## config.mk

```make
export PLATFORM = sky130hd
export DESIGN_NAME = bus_arbiter2_64
export DESIGN_NICKNAME = d
export VERILOG_FILES = /design/src/rtl/bus_arbiter2_64.sv
export SDC_FILE = /design/constraint.sdc
export NUM_CORES = 1
export LEC_CHECK = 0
export CAP_MARGIN = 0
export CORE_AREA = 2 2 83 85
export CTS_BUF_LIST = sky130_fd_sc_hd__clkbuf_4
export DETAILED_ROUTE_END_ITERATION = 16
export DIE_AREA = 0 0 85 87
export GPL_TIMING_DRIVEN = 0
export PLACE_DENSITY = 0.85
export REMOVE_ABC_BUFFERS = 1
export SKIP_LAST_GASP = 1
export SLEW_MARGIN = 25
export SYNTH_ARGS = -nofsm -noshare
export SYNTH_HDL_FRONTEND = slang
export SYNTH_SLANG_ARGS = --single-unit
```

## constraint.sdc

```tcl
create_clock -name clk -period 1.9 [get_ports clk]
set_input_delay 0.19 -clock clk [delete_from_list [all_inputs] [get_ports clk]]
set_output_delay 0.19 -clock clk [all_outputs]
set_load 0.1 [all_outputs]
```

## src/rtl/bus_arbiter2_64.sv

```systemverilog
// bus_arbiter2_64 -- two-requester round-robin burst arbiter for a shared
// 64-bit bus. A granted requester keeps the bus for its whole burst, which is
// len+1 beats. Each beat is forwarded downstream under a valid/ready handshake.
//
// Ports:
//   clk        system clock, rising edge
//   reset      asynchronous active-low reset
//   req[1:0]   per-requester request / burst-continue
//   len0/len1  burst length minus one, sampled only at grant
//   data0/1    per-requester beat data
//   gnt        registered one-hot grant, 0 when idle
//   beat_ack   per-requester beat-transferred strobe (combinational)
//   out_valid  downstream beat valid
//   out_data   owner's data through the mux2_64 data path
//   out_last   current beat is the last beat of the burst
//   out_ready  downstream accepts the beat this cycle

// mux2_64 -- two-input word mux used as the arbiter data path.
//   i[0], i[1]  candidate words
//   sel         selects i[sel]
//   o           selected word
module mux2_64 #(
   parameter int unsigned SIZE = 64
) (
   input  logic [1:0][SIZE-1:0] i,
   input  logic                 sel,
   output logic [SIZE-1:0]      o
);
   assign o = i[sel];
endmodule

module bus_arbiter2_64 #(
   parameter int unsigned SIZE = 64,
   parameter int unsigned LENW = 4
) (
   input  logic            clk,
   input  logic            reset,
   input  logic [1:0]      req,
   input  logic [LENW-1:0] len0,
   input  logic [LENW-1:0] len1,
   input  logic [SIZE-1:0] data0,
   input  logic [SIZE-1:0] data1,
   output logic [1:0]      gnt,
   output logic [1:0]      beat_ack,
   output logic            out_valid,
   output logic [SIZE-1:0] out_data,
   output logic            out_last,
   input  logic            out_ready
);

   typedef enum logic {IDLE, BUSY} state_t;

   state_t          state;
   logic [LENW-1:0] remaining;
   logic            owner;
   logic            last_winner;
   logic            pick;
   logic            xfer;

   // A lone requester wins outright; on contention the one that did not
   // win last time gets the bus.
   always_comb begin
      pick = ~last_winner;
      if (req == 2'b01) pick = 1'b0;
      else if (req == 2'b10) pick = 1'b1;
   end

   assign out_valid = (state == BUSY) && req[owner];
   assign out_last  = out_valid && (remaining == '0);
   assign xfer      = out_valid && out_ready;
   assign beat_ack  = {xfer & owner, xfer & ~owner};

   always_ff @(posedge clk or negedge reset) begin
      if (!reset) begin
         state       <= IDLE;
         gnt         <= '0;
         remaining   <= '0;
         owner       <= 1'b0;
         last_winner <= 1'b1;
      end else begin
         case (state)
            IDLE: begin
               if (req != 2'b00) begin
                  state     <= BUSY;
                  owner     <= pick;
                  remaining <= pick ? len1 : len0;
                  gnt       <= pick ? 2'b10 : 2'b01;
               end
            end
            BUSY: begin
               // Burst ends on an abort or on the beat taken at remaining==0;
               // the zero compare is what keeps the counter from wrapping.
               if (!req[owner] || (out_ready && remaining == '0)) begin
                  state       <= IDLE;
                  gnt         <= '0;
                  last_winner <= owner;
               end else if (out_ready) begin
                  remaining <= remaining - 1'b1;
               end
            end
            default: begin
               state <= IDLE;
               gnt   <= '0;
            end
         endcase
      end
   end

   mux2_64 #(.SIZE(SIZE)) u_mux (
      .i   ({data1, data0}),
      .sel (owner),
      .o   (out_data)
   );

endmodule

```

# --- After elaboration in Yosys (flattened, before gate mapping) ---
# Cells that the tools add are included.
classes:
  n_mul: 0
  shifts: 0
  n_div: 0
  bitwise_logic: 5
  n_addsub: 1
  mux: 18
  n_eq_ne: 6
  n_lt_le_gt_ge: 1
  reduce_logical: 12
op_table:
  columns: ["op", "n"]
  rows:
  - ["$mux 64", 2]
  - ["$mux 4", 4]
  - ["$pmux 4 s2", 1]
  - ["$mux 1", 6]
  - ["$mux 2", 3]
  - ["$ne 2x2->1 const B", 3]
  - ["$reduce_and 2->1", 3]
  - ["$logic_and 1x1->1", 4]
  - ["$logic_not 4->1", 1]
  - ["$pmux 2 s2", 1]
  - ["$sub 4x1->4 const B", 1]
  - ["$not 1->1", 3]
  - ["$reduce_and 3->1", 1]
  - ["$and 1x1->1", 2]
  - ["$eq 2x1->1 const B", 1]
  - ["$eq 2x2->1 const B", 1]
  - ["$lt 1x2->1 const B", 1]
  - ["$ne 2x1->1 const B", 1]
  - ["$pmux 1 s2", 1]
  - ["$reduce_bool 2->1", 1]
  - ["$logic_not 1->1", 1]
  - ["$logic_or 1x1->1", 1]
word_totals:
  rom_bits: 0
  reg_bits: 9
  latch_bits: 0
  wordCells: 48
  n_memories: 0
  ram_bits: 0

# --- Logic depth before layout (Yosys ltp) ---
# Gate-level depths: netlist of run 1.
logic_depth:
  ltp_word: 6
  depth_mapped: 6

# --- Cells and area by module ---
# Synthesis of run 1 repeated with hierarchy kept, for this count alone.
hier_totals:
  hier_cells: 144
  area_unflattened_um2: 1727.9
by_module_without_submodules:
  columns: ["module", "cells_each", "n_inst", "area_per_inst_um2"]
  rows:
  - ["mux2_64", 71, 1, 1077.3]
  - ["bus_arbiter2_64", 73, 1, 650.6]

# --- Least setup slack after synthesis of run 1 ---
# Ideal clock, no wire load.
synth_path:
  path_type: "register to output"
  from: "register owner"
  to: "output beat_ack[0]"
  setup_slack_ns: -1.210
  path_stages_with_launch: 5
  arrival_ns: 2.920
  n_path_buf: 3
  cell_sequence: "dfrtp_1 -> buf_2 -> buf_2 -> buf_2 -> nor3_1"
synth_between:
  elab_chain_len: 5
synth_rtl:
  columns: ["item", "line_no", "rtl"]
  rows:
  - ["start, declared", "55", "logic owner;"]
  - ["start signal, assigned", "85", "owner <= pick;"]
  - ["$mux 1 (implied by the code) (2 in a row)", "68", "assign out_valid = (state == BUSY) && req[owner];"]
  - ["$logic_and 1x1->1", "68", null]
  - ["$logic_and 1x1->1", "70", "assign xfer = out_valid && out_ready;"]
  - ["$and 1x1->1 (*)", "71", "assign beat_ack = {xfer & owner, xfer & ~owner};"]
  - ["end, declared", "44", "output logic [1:0] beat_ack,"]
# Mark *: on every way between the ends. The rest lies on a longest branch, timed or not. The select of a mux whose other input is x is not followed.

# --- Worst setup path after layout of run 1 ---
layout_path:
  from: "register owner"
  to: "output out_data[15]"
layout_between:
  elab_chain_len: 2
layout_rtl:
  columns: ["item", "line_no", "rtl"]
  rows:
  - ["$mux 64 (implied by the code) (2 in a row)", "29", "assign o = i[sel];"]
  - ["end, declared", "46", "output logic [SIZE-1:0] out_data,"]
# No other way between the ends. The select of a mux whose other input is x is not followed.

==> results of run 1 <==
final timing paths:
| kind | cells past startpoint | startpoint | to | slack, ns |
|---|---|---|---|---|
| max in group asynchronous | 1 | reset | owner | 1.33 |
| min in group clk | 1 | gnt[1] | gnt[1] | 0.53 |
| worst min-delay path | 1 | reset | remaining[2] | 0.22 |
| worst max-delay path | 3 | owner | out_data[15] | -0.07 |
| worst max register to register | 6 | remaining[0] | remaining[0] | 0.21 |
| worst min register to register | 1 | gnt[1] | gnt[1] | 0.53 |
power breakdown:
part           leakage (nW)  switching [mW]  total [mW]  internal [mW]
Sequential            0.103           0.160       0.465          0.305
Clock                0.0184          0.0723       0.168         0.0955
Combinational          1.34            4.37        5.97           1.60
cell families (layout without fill, tap and decap cells):
group	after synthesis	in the layout	synth area share
flip-flops	9	9	0.160
adder cells (fa/ha/maj)	1	1	0.00882
AND/OR/NAND/NOR	24	24	0.111
AO/OA/AOI/OAI	31	31	0.143
buffers and inverters	20	227	0.0626
multiplexers	65	65	0.515
sequential cells by signal (all words and copies together) (netlist names):
signal	count
remaining	4
state	1
last_winner	1
owner	1
gnt	2
synthesized netlist by cell type (all sizes together), types with 2 or more instances:
cell type	count	area, um^2
a211oi	2	15.0
o21ai	11	55.1
nor3	4	25.0
nand2	3	11.3
mux2	64	721
nor4	2	18.8
dfrtp	8	200
o2bb2ai	2	17.5
nor2	8	30.0
inv	8	30.0
o21a	2	16.3
buf	11	55.1
a21oi	6	30.0
what timing repair did:
action / CTS / global route
setup buffers: 1 / 2
setup endpoints to repair: 70 / 62
pin swaps: 0 / 1
resized for setup: 345 / 42
cloned: 0 / 1
hold endpoints to repair: 0 / 0
metal layers:
metal	track usage	vias to the layer above	part of all wire
met4	0.0404	0	0.017
li1	-	977	-
met5	0	-	0
met3	0.0379	11	0.081
met2	0.310	114	0.50
met1	0.230	922	0.40
metrics by stage:
stage | setup WS, ns | instances | util | setup TNS, ns
final | -0.0666 | 437 | 0.531 | -0.362
after detailed placement | -0.892 | 429 | 0.547 | -34.52
after floorplan | -2.47 | 138 | - | -58.90
after global placement | -2.51 | 428 | 0.542 | -155.26
after global routing | -0.129 | 437 | 0.531 | -0.951
after CTS | -0.272 | 434 | 0.518 | -3.53
area by class of cell:
| class | count | area [um^2] |
|---|---|---|
| fillers | 607 | 3080 |
| repair buffers | 215 | 1990 |
| multi-input cells | 121 | 1110 |
| flip-flops and latches | 9 | 231 |
| well taps | 80 | 100 |
| clock buffers | 4 | 30.0 |
| inverters | 8 | 30.0 |
==> reports/qor.yml, run 1 <==
status: "complete, but fails checks"
violations: "negative setup slack"
crit_family: "buffers and inverters"
dr.pass1.iters: 6
grt_use_total: 0.180
postCtsHoldBufs: 0
mostFrequentLayoutCell: "clkdlybuf4s50_1"
slew_headroom: 0.358
place_area_mm2: 0.00359
wirelength_mm: 7.46
io_buffers: 210
slew_viol_final: 0
die_h_um: 87
crit_path_end_kind: "output pin"
hold_path_class: "in2async"
synthArstFlopShare: 1.00
whs_ns: 0.221
slowest_stage: "clkdlybuf4s15_2"
yosysUniqueCellTypes: 36
drtAntennaViolNets: 0
cts_root_buf: "clkbuf_4"
required_ns: 1.71
synth_edf_count: 0
htreeDepth: 1
worstMarginPinSlew_ns: 0.967
viasPerCell: 4.63
place.gp.congestion: 0.812
cts.sinks: 9
crit_chain: "buf_4 > mux2_2 > clkdlybuf4s15_2"
crit_arrival_ns: 1.78
dieArea_mm2: 0.00740
cts_tree: "yes"
critPathKind: "reg2out"
area_delta_synth_final_pct: 146
design.core.area_mm2: 0.00657
fmax_ghz: 0.508
final_cell_mix: "140 x clkdlybuf4s50_1, 64 x mux2_2, 29 x buf_4, 29 x buf_2, 9 x o21ai_0"
layout-drive-gt1-share: 0.426
p_per_area_mw_per_mm2: 1890
fin_total_pwr_mw: 6.61
antenna_found_initial: 0
rsz0062_at_grt: "true"
hold_viol: 0
io_pins: 211
startpoint_type: "flop"
cts_made_buffers: 3
rows: 30
ys_seq_area_frac: 0.160
yosysWarnings: 0
period_minus_slack_ns: 1.97
cap_violations: 0
diodes: 0
clkTransAtPathRegs_ns: 0.07
grt_max_degree: 51
synth_seq_cells: 9
clock_path_buffers: 2
fin_area_mm2: 0.00349
dr.first_iter.drc_count: 22
fin_worst_skew_ns: 0.00843
grt_overflow: 0
post_drt_wl_per_cell_um: 17.1
syn_avg_cell_area_um2: 9.46
vias: 2024
vdd_drop_max_v: 0.00125
post-route-period-util: 1.04
nets: 500
cp_max_fo: 10
grt_pass1_wl_mm: 10.5
p_leak_nw: 1.46
slowest_delay_ns: 0.57
finalWorstSetupSlack_ns: -0.0666
dp_hpwl_mm: 6.20
grt_pass1_vias: 2058
setup_viol: 8
clock_latency_ns: 0.27
syn_area_mm2: 0.00142
synthFlopType: "dfrtp_1"
start_util: 0.216
drc: 0
die_x_um: 85
syn-instance-count: 150
worst-path-buf-inv: 2
No activity file was read; power rests on OpenSTA's default activity.
==> inputs of run 2 (changes only) <==
PLACE_DENSITY = 0.89   (was 0.85)
==> reports/qor.yml, run 2 (synthesis results as in run 1) <==
startpoint_type: "flop"
mostFrequentLayoutCell: "clkdlybuf4s50_1"
largest_reg_flops: 4
io_pins: 211
start_util: 0.216
setup_viol: 9
crit_arrival_ns: 1.74
die_x_um: 85
die_h_um: 87
hold_path_class: "in2async"
worst-path-buf-inv: 2
postCtsHoldBufs: 0
diodes: 0
io_buffers: 210
required_ns: 1.71
crit_path_end_kind: "output pin"
clock_latency_ns: 0.27
nets: 500
grt_overflow: 0
cap_violations: 0
crit_top_cell: "buf_12"
rr_worst_depth: 6
p_leak_nw: 1.45
vias: 2010
htreeDepth: 1
cts.sinks: 9
grt_pass1_wl_mm: 10.4
dr.pass1.iters: 4
critPathKind: "reg2out"
grt_pass1_vias: 1983
largestRegisters: "remaining x4, gnt x2"
fmax_ghz: 0.519
cts_root_buf: "clkbuf_4"
drtAntennaViolNets: 0
r2r-end: "remaining[0]"
worstMarginPinSlew_ns: 0.978
finalWorstSetupSlack_ns: -0.0260
place.gp.congestion: 0.859
n_fill_cell: 621
slowest_delay_ns: 0.53
status: "complete, but fails checks"
drc: 0
clock_path_buffers: 2
cts_tree: "yes"
dieArea_mm2: 0.00740
cp_max_fo: 6
area_delta_synth_final_pct: 146
fin_total_pwr_mw: 6.60
slew_viol_final: 0
cts_made_buffers: 3
violations: "negative setup slack"
final_cell_mix: "140 x clkdlybuf4s50_1, 64 x mux2_2, 42 x clkbuf_4"
fin_worst_skew_ns: 0.00812
grt_use_total: 0.175
crit_chain: "buf_12 > mux2i_2 > nor2_2 > and4bb_2 > buf_12"
slew_headroom: 0.351
slowest_stage: "dfrtp_4"
antenna_found_initial: 0
rows: 30
r2r_slack_ns: 0.21
whs_ns: 0.236
dp_hpwl_mm: 6.04
hold_viol: 0
layout-drive-gt1-share: 0.429
p_per_area_mw_per_mm2: 1900
post_drt_wl_per_cell_um: 16.5
dr.first_iter.drc_count: 34
dp.cells: 429
stdcell_count: 437
wirelength_mm: 7.21
largest-register: "remaining"
design.core.area_mm2: 0.00657
post-route-period-util: 1.01
vdd_drop_max_v: 0.00101
crit_family: "flip-flops"
period_minus_slack_ns: 1.93
r2r-start: "remaining[0]"
grt_max_degree: 43
final.setup.tns_ns: -0.185
rsz0062_at_grt: "true"
clkTransAtPathRegs_ns: 0.08
viasPerCell: 4.60
dp_slack_ns: -0.971
[run 2: cell types whose count changed in the layout (fill, tap and decap cells not counted), sizes merged]
cell           before  now
clkinv              0    1
buf                66   34
clkbuf              5   42
clkdlybuf4s15       6    0
[run 2: worst reg2reg max path: stages (launching register included)]
cell and delay [ns]:
dfrtp_1 0.39, inv_1 0.06, ha_1 0.23, nor4bb_4 0.18, o21a_2 0.23, or2_1 0.25
a22o_1 0.24
[run 2: per-layer routing]
layer  GRT usage  wire length [um]  part of all wire  vias up
met5           0                 0                 0        -
met4      0.0159                52            0.0072        0
met3      0.0370               581             0.081        6
met2       0.310              3690              0.51      112
met1       0.228              2890              0.40      915
li1            -                 -                 -      977
[run 2: power by group]
part | leakage (nW) | internal [mW] | total (mW) | switching [mW]
clock | 0.0177 | 0.0779 | 0.158 | 0.0802
sequential | 0.103 | 0.305 | 0.472 | 0.167
combinational | 1.33 | 1.61 | 5.97 | 4.36
total | 1.45 | 1.99 | 6.60 | 4.61
[run 2: worst max path at each step]
| stage | start | endpoint | slack (ns) | cells past startpoint |
|---|---|---|---|---|
| 6_report | owner | out_last | -0.03 | 5 |
| 5_1_grt | owner | out_last | -0.11 | 5 |
| 4_1_cts | owner | out_last | -0.11 | 5 |
| 3_5_place_dp | req[0] | out_last | -0.97 | 5 |
| 3_3_place_gp | owner | out_last | -2.47 | 4 |
| 2_1_floorplan | owner | out_last | -2.47 | 3 |
[run 2: what timing repair did]
action,CTS,global route
pin swaps,2,1
buffers inserted,3,1
endpoints found under the setup margin,70,42
resized for setup,357,43
[run 2: area by class of cell]
class | instances | area [um^2] | area share
Inverter | 8 | 30.0 | 0.00862
Timing Repair Buffer | 215 | 1980 | 0.569
Clock buffer | 3 | 22.5 | 0.00647
Tap cell | 80 | 100 | 0.0287
Sequential cell | 9 | 231 | 0.0665
Clock inverter | 1 | 5.00 | 0.00144
Multi-Input combinational cell | 121 | 1110 | 0.319
[run 2: metrics by stage]
step / cell area (um^2) / utilization
detailed placement: 3590 / 0.546
CTS: 3350 / 0.510
global placement: 3560 / 0.542
floorplan: 1360 / -
finish: 3480 / 0.530
global route: 3480 / 0.530
==> inputs of run 3 (changes only) <==
ABC_AREA = 1   (was unset)
CORE_AREA = 2 2 81 83   (was 2 2 83 85)
DIE_AREA = 0 0 83 85   (was 0 0 85 87)
PLACE_DENSITY = 0.92   (was 0.89)
==> reports/qor.yml, run 3 <==
status: "finished clean"
cts_root_buf: "clkbuf_4"
io_pins: 211
clock_latency_ns: 0.27
syn_avg_cell_area_um2: 4.92
dp_hpwl_mm: 6.27
nets: 648
largest-register: "remaining"
netlist.area_leader.share: 0.574
grt_pass1_wl_mm: 13.3
yosysMostFrequentCell: "nand2_1"
synthFlopType: "dfrtp_1"
fin_area_mm2: 0.00360
post-route-period-util: 0.980
rsz0062_at_grt: "true"
drc: 0
final_util: 0.581
syn_area_mm2: 0.00144
diodes: 0
hold_viol: 0
syn-instance-count: 292
r2r-end: "remaining[2]"
rr_worst_depth: 9
yosys-top-cells-area: "nand2_1 57%, dfrtp_1 14%, nand3_1 4.5%"
cp-startpoint: "owner"
design.core.area_mm2: 0.00620
largestRegisters: "remaining x4, gnt x2"
yosysUniqueCellTypes: 24
yosysWarnings: 0
die_h_um: 85
period_minus_slack_ns: 1.86
yosysTopAreaCell: "nand2_1"
crit_top_cell: "nand2_1"
cp-endpoint: "out_data[37]"
rows: 29
slew_viol_final: 0
critPathKind: "reg2out"
setup_viol: 0
layout-drive-gt1-share: 0.208
finalWorstSetupSlack_ns: 0.0382
area_delta_synth_final_pct: 151
grt_use_total: 0.235
dp_slack_ns: -1.48
io_buffers: 210
wirelength_mm: 8.70
place.gp.congestion: 0.904
cts.sinks: 9
fin_worst_skew_ns: 0.00403
cp_max_fo: 7
drtAntennaViolNets: 0
largest_reg_flops: 4
mostFrequentLayoutCell: "nand2_1"
r2r_slack_ns: 0.45
crit_path_end_kind: "output pin"
antenna_found_initial: 0
grt_pass1_vias: 2407
final_cell_mix: "219 x nand2_1, 140 x clkdlybuf4s50_1, 50 x buf_4"
place_area_mm2: 0.00355
clock_path_buffers: 2
synth_seq_cells: 9
viasPerCell: 4.47
r2r-start: "owner"
dieArea_mm2: 0.00706
synth_edf_count: 0
htreeDepth: 1
crit_arrival_ns: 1.67
start_util: 0.232
crit_chain: "inv_16 > buf_4 > nand2_1 > nand2_1 > buf_2"
slowest_stage: "dfrtp_4"
cts_made_buffers: 3
clkTransAtPathRegs_ns: 0.06
die_x_um: 83
slowest_delay_ns: 0.57
dr.pass1.iters: 4
startpoint_type: "flop"
synthArstFlopShare: 1.00
cap_violations: 0
cts_tree: "yes"
dr.first_iter.drc_count: 107
slew_headroom: 0.357
grt_max_degree: 35
worstMarginPinSlew_ns: 0.968
fmax_ghz: 0.537
required_ns: 1.71
grt_overflow: 0
ys_seq_area_frac: 0.158
hold_path_class: "in2async"
yosys-top-cells-count: "220 x nand2_1, 13 x nand3_1, 10 x buf_2"
vias: 2601
post_drt_wl_per_cell_um: 15.0
run 3: cell count changes after synthesis, sizes merged, moves of 3 or more:
| cell | previous run | this run |
|---|---|---|
| nor3 | 4 | 0 |
| a21oi | 6 | 1 |
| nand3 | 0 | 14 |
| nand4 | 0 | 4 |
| o21ai | 11 | 3 |
| clkbuf | 1 | 4 |
| mux2 | 64 | 0 |
| nand2 | 3 | 225 |
run 3: worst min path at each step:
stage               cells past startpoint            to  slack [ns]
global placement                        2  remaining[0]        0.47
global route                            1  remaining[0]        0.25
detailed placement                      2  remaining[0]        0.47
CTS                                     1  remaining[0]        0.24
floorplan                               0        gnt[0]       -0.11
finish                                  1  remaining[0]        0.21
run 3: stage by stage:
step                instances  hold WS [ns]  TNS (ns)
floorplan                 276        -0.106    -74.17
CTS                       578         0.235   -0.0423
global placement          563         0.467   -176.34
detailed placement        563         0.465    -70.41
finish                    582         0.215         0
global route              582         0.249   -0.0281
run 3: final cells by class:
class / instances / area, um^2
flip-flops and latches: 9 / 230
fillers: 561 / 2600
clock buffers: 4 / 30.0
repair buffers: 223 / 2070
well taps: 77 / 96.3
inverters: 10 / 58.8
multi-input cells: 257 / 1100
repair inverters: 2 / 20.0
run 3: cells by family (layout without fill, tap and decap cells):
family	Yosys count	count (layout)	synth area share
buffers and inverters	26	239	0.0931
AOI/OAI and AO/OA	5	5	0.0348
adders and majority gates	1	1	0.00870
xor gates and xnor gates	1	1	0.00609
DFF	9	9	0.158
and+or+nand+nor	250	250	0.700
run 3: layer usage:
metal,track usage,wire length [um],up-vias
li1,-,-,1312
met1,0.299,3570,1129
met2,0.407,4280,141
met3,0.0457,661,19
met4,0.0641,194,0
met5,0,0,-
run 3: critical path: cells and delay by family, from the launching register on:
kind,cells,cell delay (ns)
buf+inv,3,0.67
flops,1,0.57
simple gates,2,0.15
run 3: repair_timing:
item,in CTS,in global routing
cloned,2,0
gates resized for setup,402,19
endpoints found under the setup margin,78,25
pin swaps,2,1
hold buffers,0,0
buffers inserted,9,4
hold endpoints to repair,0,0
Power of run 3 is left out: the tool's default activity adds up to more than one toggle a clock period on the data nets, which glitch-free logic cannot reach.
